$ cat config.mk
export PLATFORM = sky130hd
export DESIGN_NAME = mem_req_arbiter_2port
export DESIGN_NICKNAME = d
export VERILOG_FILES = /design/src/rtl/mem_req_arbiter_2port.sv
export SDC_FILE = /design/constraint.sdc
export NUM_CORES = 1
export LEC_CHECK = 0
export CORE_AREA = 5 5 102 104
export DETAILED_ROUTE_END_ITERATION = 16
export DIE_AREA = 0 0 107 109
export GPL_ROUTABILITY_DRIVEN = 0
export PLACE_DENSITY = 0.7
export SYNTH_ARGS = -nofsm -noshare
export SYNTH_HDL_FRONTEND = slang
export SYNTH_SLANG_ARGS = --single-unit
$ cat constraint.sdc
create_clock -name clk -period 4.65 [get_ports clk]
set_input_delay 0.93 -clock clk [delete_from_list [all_inputs] [get_ports clk]]
set_output_delay 0.93 -clock clk [all_outputs]
set_load 0.005 [all_outputs]
$ cat src/rtl/mem_req_arbiter_2port.sv
// Shares one single-port memory between two requesters: round-robin request grant,
// plus an in-order FIFO of port IDs that steers each memory response to its issuer.
module mem_req_arbiter_2port #(
    parameter int p_addr_sz      = 16,
    parameter int p_data_sz      = 32,
    parameter int p_max_inflight = 4,
    localparam int c_len_sz      = $clog2(p_data_sz / 8),
    localparam int c_req_sz      = 1 + p_addr_sz + c_len_sz + p_data_sz,
    localparam int c_resp_sz     = 1 + c_len_sz + p_data_sz
) (
    input  logic                 clk,
    input  logic                 reset,

    input  logic                 req0_val,
    output logic                 req0_rdy,
    input  logic [c_req_sz-1:0]  req0_msg,
    output logic                 resp0_val,
    input  logic                 resp0_rdy,
    output logic [c_resp_sz-1:0] resp0_msg,

    input  logic                 req1_val,
    output logic                 req1_rdy,
    input  logic [c_req_sz-1:0]  req1_msg,
    output logic                 resp1_val,
    input  logic                 resp1_rdy,
    output logic [c_resp_sz-1:0] resp1_msg,

    output logic                 memreq_val,
    input  logic                 memreq_rdy,
    output logic [c_req_sz-1:0]  memreq_msg,
    input  logic                 memresp_val,
    output logic                 memresp_rdy,
    input  logic [c_resp_sz-1:0] memresp_msg
);

    // state  | meaning
    // prio=0 | port 0 wins when both requesters are valid
    // prio=1 | port 1 wins when both requesters are valid

    localparam int c_ptr_sz = $clog2(p_max_inflight);
    localparam int c_cnt_sz = c_ptr_sz + 1;
    localparam logic [c_cnt_sz-1:0] c_full_cnt = c_cnt_sz'(p_max_inflight);

    logic                      prio,   prio_nxt;
    logic [c_cnt_sz-1:0]       count,  count_nxt;
    logic [c_ptr_sz-1:0]       wr_ptr, wr_ptr_nxt;
    logic [c_ptr_sz-1:0]       rd_ptr, rd_ptr_nxt;
    logic [p_max_inflight-1:0] tag_q;

    logic full;
    logic empty;
    logic grant_id;
    logic head_id;
    logic req_fire;
    logic resp_fire;

    always_ff @(posedge clk) begin
        if (!reset) begin
            prio   <= 1'b0;
            count  <= '0;
            wr_ptr <= '0;
            rd_ptr <= '0;
        end else begin
            prio   <= prio_nxt;
            count  <= count_nxt;
            wr_ptr <= wr_ptr_nxt;
            rd_ptr <= rd_ptr_nxt;
        end
    end

    // Tag storage needs no reset: entries are only read while count says they are live.
    always_ff @(posedge clk) begin
        if (req_fire) begin
            tag_q[wr_ptr] <= grant_id;
        end
    end

    always_comb begin
        prio_nxt   = prio;
        count_nxt  = count;
        wr_ptr_nxt = wr_ptr;
        rd_ptr_nxt = rd_ptr;
        if (req_fire) begin
            prio_nxt   = ~grant_id;
            wr_ptr_nxt = wr_ptr + 1'b1;
        end
        if (resp_fire) begin
            rd_ptr_nxt = rd_ptr + 1'b1;
        end
        case ({req_fire, resp_fire})
            2'b10:   count_nxt = count + 1'b1;
            2'b01:   count_nxt = count - 1'b1;
            default: count_nxt = count;
        endcase
    end

    always_comb begin
        full    = (count == c_full_cnt);
        empty   = (count == '0);
        head_id = tag_q[rd_ptr];

        if (req0_val && req1_val) begin
            grant_id = prio;
        end else begin
            grant_id = req1_val;
        end

        // A pop in the same cycle never frees a slot for a new grant.
        memreq_val = reset && (req0_val || req1_val) && !full;
        memreq_msg = grant_id ? req1_msg : req0_msg;
        req0_rdy   = reset && req0_val && !grant_id && memreq_rdy && !full;
        req1_rdy   = reset && req1_val &&  grant_id && memreq_rdy && !full;

        resp0_val   = reset && !empty && !head_id && memresp_val;
        resp1_val   = reset && !empty &&  head_id && memresp_val;
        memresp_rdy = reset && !empty && (head_id ? resp1_rdy : resp0_rdy);
        resp0_msg   = memresp_msg;
        resp1_msg   = memresp_msg;

        req_fire  = memreq_val && memreq_rdy;
        resp_fire = memresp_val && memresp_rdy;
    end

endmodule
======== Yosys cells after proc, flatten, opt, wreduce, memory -nomap -nowiden ========
Index checks and enable logic that the tools add are counted.
word-level totals
  register bits after elaboration ......... 12
  bits of input ports ..................... 145
  output and inout bits ................... 127
  logic and storage cells ................. 52
operators by class
  add/subtract/negate cells ............... 4
  magnitude comparators ................... 3
  equality and inequality tests ........... 3
  mux-type cells .......................... 9
  bitwise logic cells ..................... 1
  reductions and logical operators ........ 27
operators by type and width
  operator                                                                       number
  51-bit two-way mux                                                             1
  1-bit logical AND                                                              20
  2-bit by 3-bit less-than comparator with 1-bit output (second input constant)  2
  3-bit case mux with 2 select lines                                             1
  2-bit by 1-bit adder with 2-bit output (second input constant)                 2
  4-bit bitwise mux                                                              1
  1-bit logical NOT                                                              4
  1-bit two-way mux                                                              4
  3-bit by 1-bit adder with 3-bit output (second input constant)                 1
  3-bit == test (second input constant)                                          1
  3-bit logical NOT                                                              1
  3-bit by 1-bit subtractor with 3-bit output (second input constant)            1
  1-bit binary-select mux with 2-bit select                                      1
  1-bit demux with 2-bit select                                                  1
  2-bit by 1-bit == test with 1-bit output (second input constant)               1
  2-bit == test (second input constant)                                          1
  2-bit by 1-bit >= comparator with 1-bit output (second input constant)         1
  2-bit nonzero test                                                             1
  1-bit logical OR                                                               1
  1-bit NOT                                                                      1

======== Logic depth before layout (Yosys ltp) ========
  depth in word-level cells ............... 7
  mapped depth ............................ 10

======== Worst setup path after synthesis ========
OpenSTA, ideal clock, no wires.
  kind .................................... input -> output
  start ................................... input req0_val
  end ..................................... output memreq_msg[0]
  arrival time ............................ 1.802 ns
  slack ................................... 1.918 ns
  stages on the path ...................... 4
  cell sequence ........................... inv_1 o21ai_2 buf_2 mux2_2
on the way
  longest elaborated chain between the ends .. 3
RTL lines
  element             line  text
  from (decl)         14    input logic req0_val,
  1-bit logical AND   102   if (req0_val && req1_val) begin
  1-bit two-way mux   102
  51-bit two-way mux  110   memreq_msg = grant_id ? req1_msg : req0_msg;
  to (decl)           30    output logic [c_req_sz-1:0] memreq_msg,
Every way passes these cells.

======== Worst setup path after layout ========
  start ................................... input req0_val
  end ..................................... output memreq_msg[30]
The elaborated chain is that of the path after synthesis.

==> flow_metrics.tcl <==
set metrics [dict create \
    antenna_found_initial 0 \
    p_per_area_mw_per_mm2 151 \
    die_w_um 107 \
    switchingPower_mw 0.109 \
    clk_pin_slew_ps 50 \
    detailedPlace.worstSlack_ps 814 \
    grt_pass1_vias 1752 \
    finalPower_mw 0.472 \
    tns_ps 0 \
    nNetsFinal 443 \
    syn_avg_cell_area_sq_um 9.23 \
    end_kind "primary output" \
    dr.pass1.iters 4 \
    cts.path.max_buffers 2 \
    numClockSinks 12 \
    core_area_sq_mm 0.00946 \
    synth_cell_types 29 \
    p_int_mw 0.363 \
    whs_ps 488 \
    cp-start-kind "primary input" \
    syn_to_final_growth_pct 73.7 \
    cp.required_ps 3720 \
    crit_arrival_ps 2880 \
    ant_nets 0 \
    final.period_utilization_pct 81.9 \
    route.detailed.drc 0 \
    clock_latency_ps 230 \
    row_count 36 \
    start_util_pct 19.0 \
    cts_root_buf "clkbuf_8" \
    drive_gt1_share_pct 21.0 \
    setup_ws_ps 840 \
    synth_top_area_share_pct 31.9 \
    synthTopCellsByArea "mux2_2 (32%), buf_4 (29%), dfxtp_1 (8.9%)" \
    drt_iter0_markers 24 \
    relSlewSlack_pct 80.4 \
    yosys.area.top_type "mux2_2" \
    tightest_slew_ps 288 \
    vias 1599 \
    fin_crit_ps 3810 \
    rsz0062_at_grt "false" \
    synth_nets 346 \
    max_cap_violations 0 \
    setup_viol 0 \
    synthCells 195 \
    final_max_slew_viol_count 0 \
    via_per_inst 3.95 \
    port_buffers 166 \
    p_clk_share_pct 19.7 \
    grt_pass1_wl_um 8860 \
    grt_start_max_net_pins 54 \
    grt.overflow.total 0 \
    wl_per_cell_um 14.8 \
    ys_ff_latch 12 \
    cts_tree "built" \
    seq_power_share_pct 24.7 \
    die_y_um 109 \
    io_pins 272 \
    finalHoldViolations 0 \
    swShare_pct 23.1 \
    netlist_area_sq_mm 0.00180 \
    diodes 0 \
    grt_util_all_layers_pct 9.45 \
    yosysWarnings 0 \
    peakVddDrop_v 0.0000944 \
    post_cts_buffers 0 \
    htreeDepth 1 \
    p_comb_share_pct 55.6 \
    critPathKind "primary input to primary output" \
    fmax_ghz 0.262 \
    skew_ps 3.61 \
    hpwlAfterDp_um 5160 \
    dp.cells 401 \
    hp-class "flop to flop" \
    leakage_nw 1.15 \
    cts_made_buffers 3 \
    cts_resized 0 \
    crit_fanout 53 \
    die-area_sq_mm 0.0117 \
    wirelength_um 5990 \
    stdcell_count 405 \
    status "finished clean" \
    yosysSeqAreaShare_pct 15.6 \
    hold_buffers 0 \
]
==> stage by stage <==
step	area (sq um)	utilization, %
4_1_cts	3130	33.0
2_1_floorplan	1800	-
6_report	3130	33.0
3_3_place_gp	3080	32.6
5_1_grt	3130	33.0
3_5_place_dp	3080	32.6
==> state kept, by name, summed over array words and instances (netlist names) <==
name	flops
count	3
prio	1
rd_ptr	2
tag_q	4
wr_ptr	2
==> power by group through the flow <==
| stage | clock network, mW | logic, mW | registers [mW] |
|---|---|---|---|
| after floorplan | 0 | 0.129 | 0.117 |
| after global placement | 0 | 0.262 | 0.118 |
| after detailed placement | 0 | 0.264 | 0.119 |
| after CTS | 0.0960 | 0.267 | 0.117 |
| after global routing | 0.104 | 0.282 | 0.117 |
| final | 0.0928 | 0.262 | 0.117 |
==> cells by family after synthesis <==
kind of cell,after synthesis,synth area share [%]
and+or+nand+nor,28,8.21
DFF,12,15.6
AOI/OAI and AO/OA,6,2.09
muxes,56,35.6
buffers and inverters,84,32.5
adders and majority gates,6,4.59
xor gates and xnor gates,3,1.46
==> worst paths after layout <==
kind / startpoint / end / slack (ps) / cells past startpoint
setup reg to reg: rd_ptr[0]$_SDFFE_PN0P_ / count[2]$_SDFFE_PN0P_ / 2010 / 9
setup / recovery: req0_val / memreq_msg[30] / 840 / 6
hold / removal: rd_ptr[1]$_SDFFE_PN0P_ / rd_ptr[1]$_SDFFE_PN0P_ / 490 / 1
hold reg to reg: rd_ptr[1]$_SDFFE_PN0P_ / rd_ptr[1]$_SDFFE_PN0P_ / 490 / 1
==> area by class of cell <==
| cell class | count | area [sq um] |
|---|---|---|
| Inverter | 9 | 33.8 |
| Timing Repair Buffer | 167 | 1680 |
| Tap cell | 114 | 143 |
| Multi-Input combinational cell | 99 | 942 |
| Clock buffer | 4 | 45.0 |
| Sequential cell | 12 | 280 |
| Fill cell | 958 | 6330 |
==> synth_stat cells <==
cell type	n
nor3b_2	1
buf_2	5
dfxtp_1	8
mux4_2	1
and3_1	1
nor2b_1	1
nor2_2	1
nand3_1	1
mux2i_1	3
a311oi_1	1
xor2_1	2
nor3_1	3
buf_4	70
a21oi_1	3
mux2i_2	1
or3_1	1
mux2_2	51
o21ai_2	1
xnor2_1	1
fa_1	1
ha_1	5
nor2_1	10
o21ai_0	1
inv_1	9
or3b_2	1
nand2_1	3
and2_1	4
nand3b_1	1
edfxtp_1	4
==> worst max-delay path, stage by stage <==
cell	delay, ps
clkdlybuf4s50_1	510
inv_1	100
o21ai_4	150
buf_12	260
mux2_2	400
clkdlybuf4s50_1	460
==> cell usage in the layout (no fill, tap or decap), types with 2 or more instances in the layout <==
cell type        count
edfxtp_1             4
xor2_1               2
ha_1                 5
mux2_2              51
clkbuf_8             3
dfxtp_1              8
and2_1               4
inv_1                9
clkdlybuf4s50_1    166
mux2i_1              3
nor2_1              10
nand2_1              3
nor3_1               3
a21oi_1              3
==> routing by layer <==
layer | global-route usage [%] | wire [um]
met5 | 0 | 0
met4 | 2.83 | 73
met3 | 3.85 | 655
met2 | 16.1 | 3050
met1 | 10.9 | 2220
Note: power is estimated with default switching activity, not from simulation.
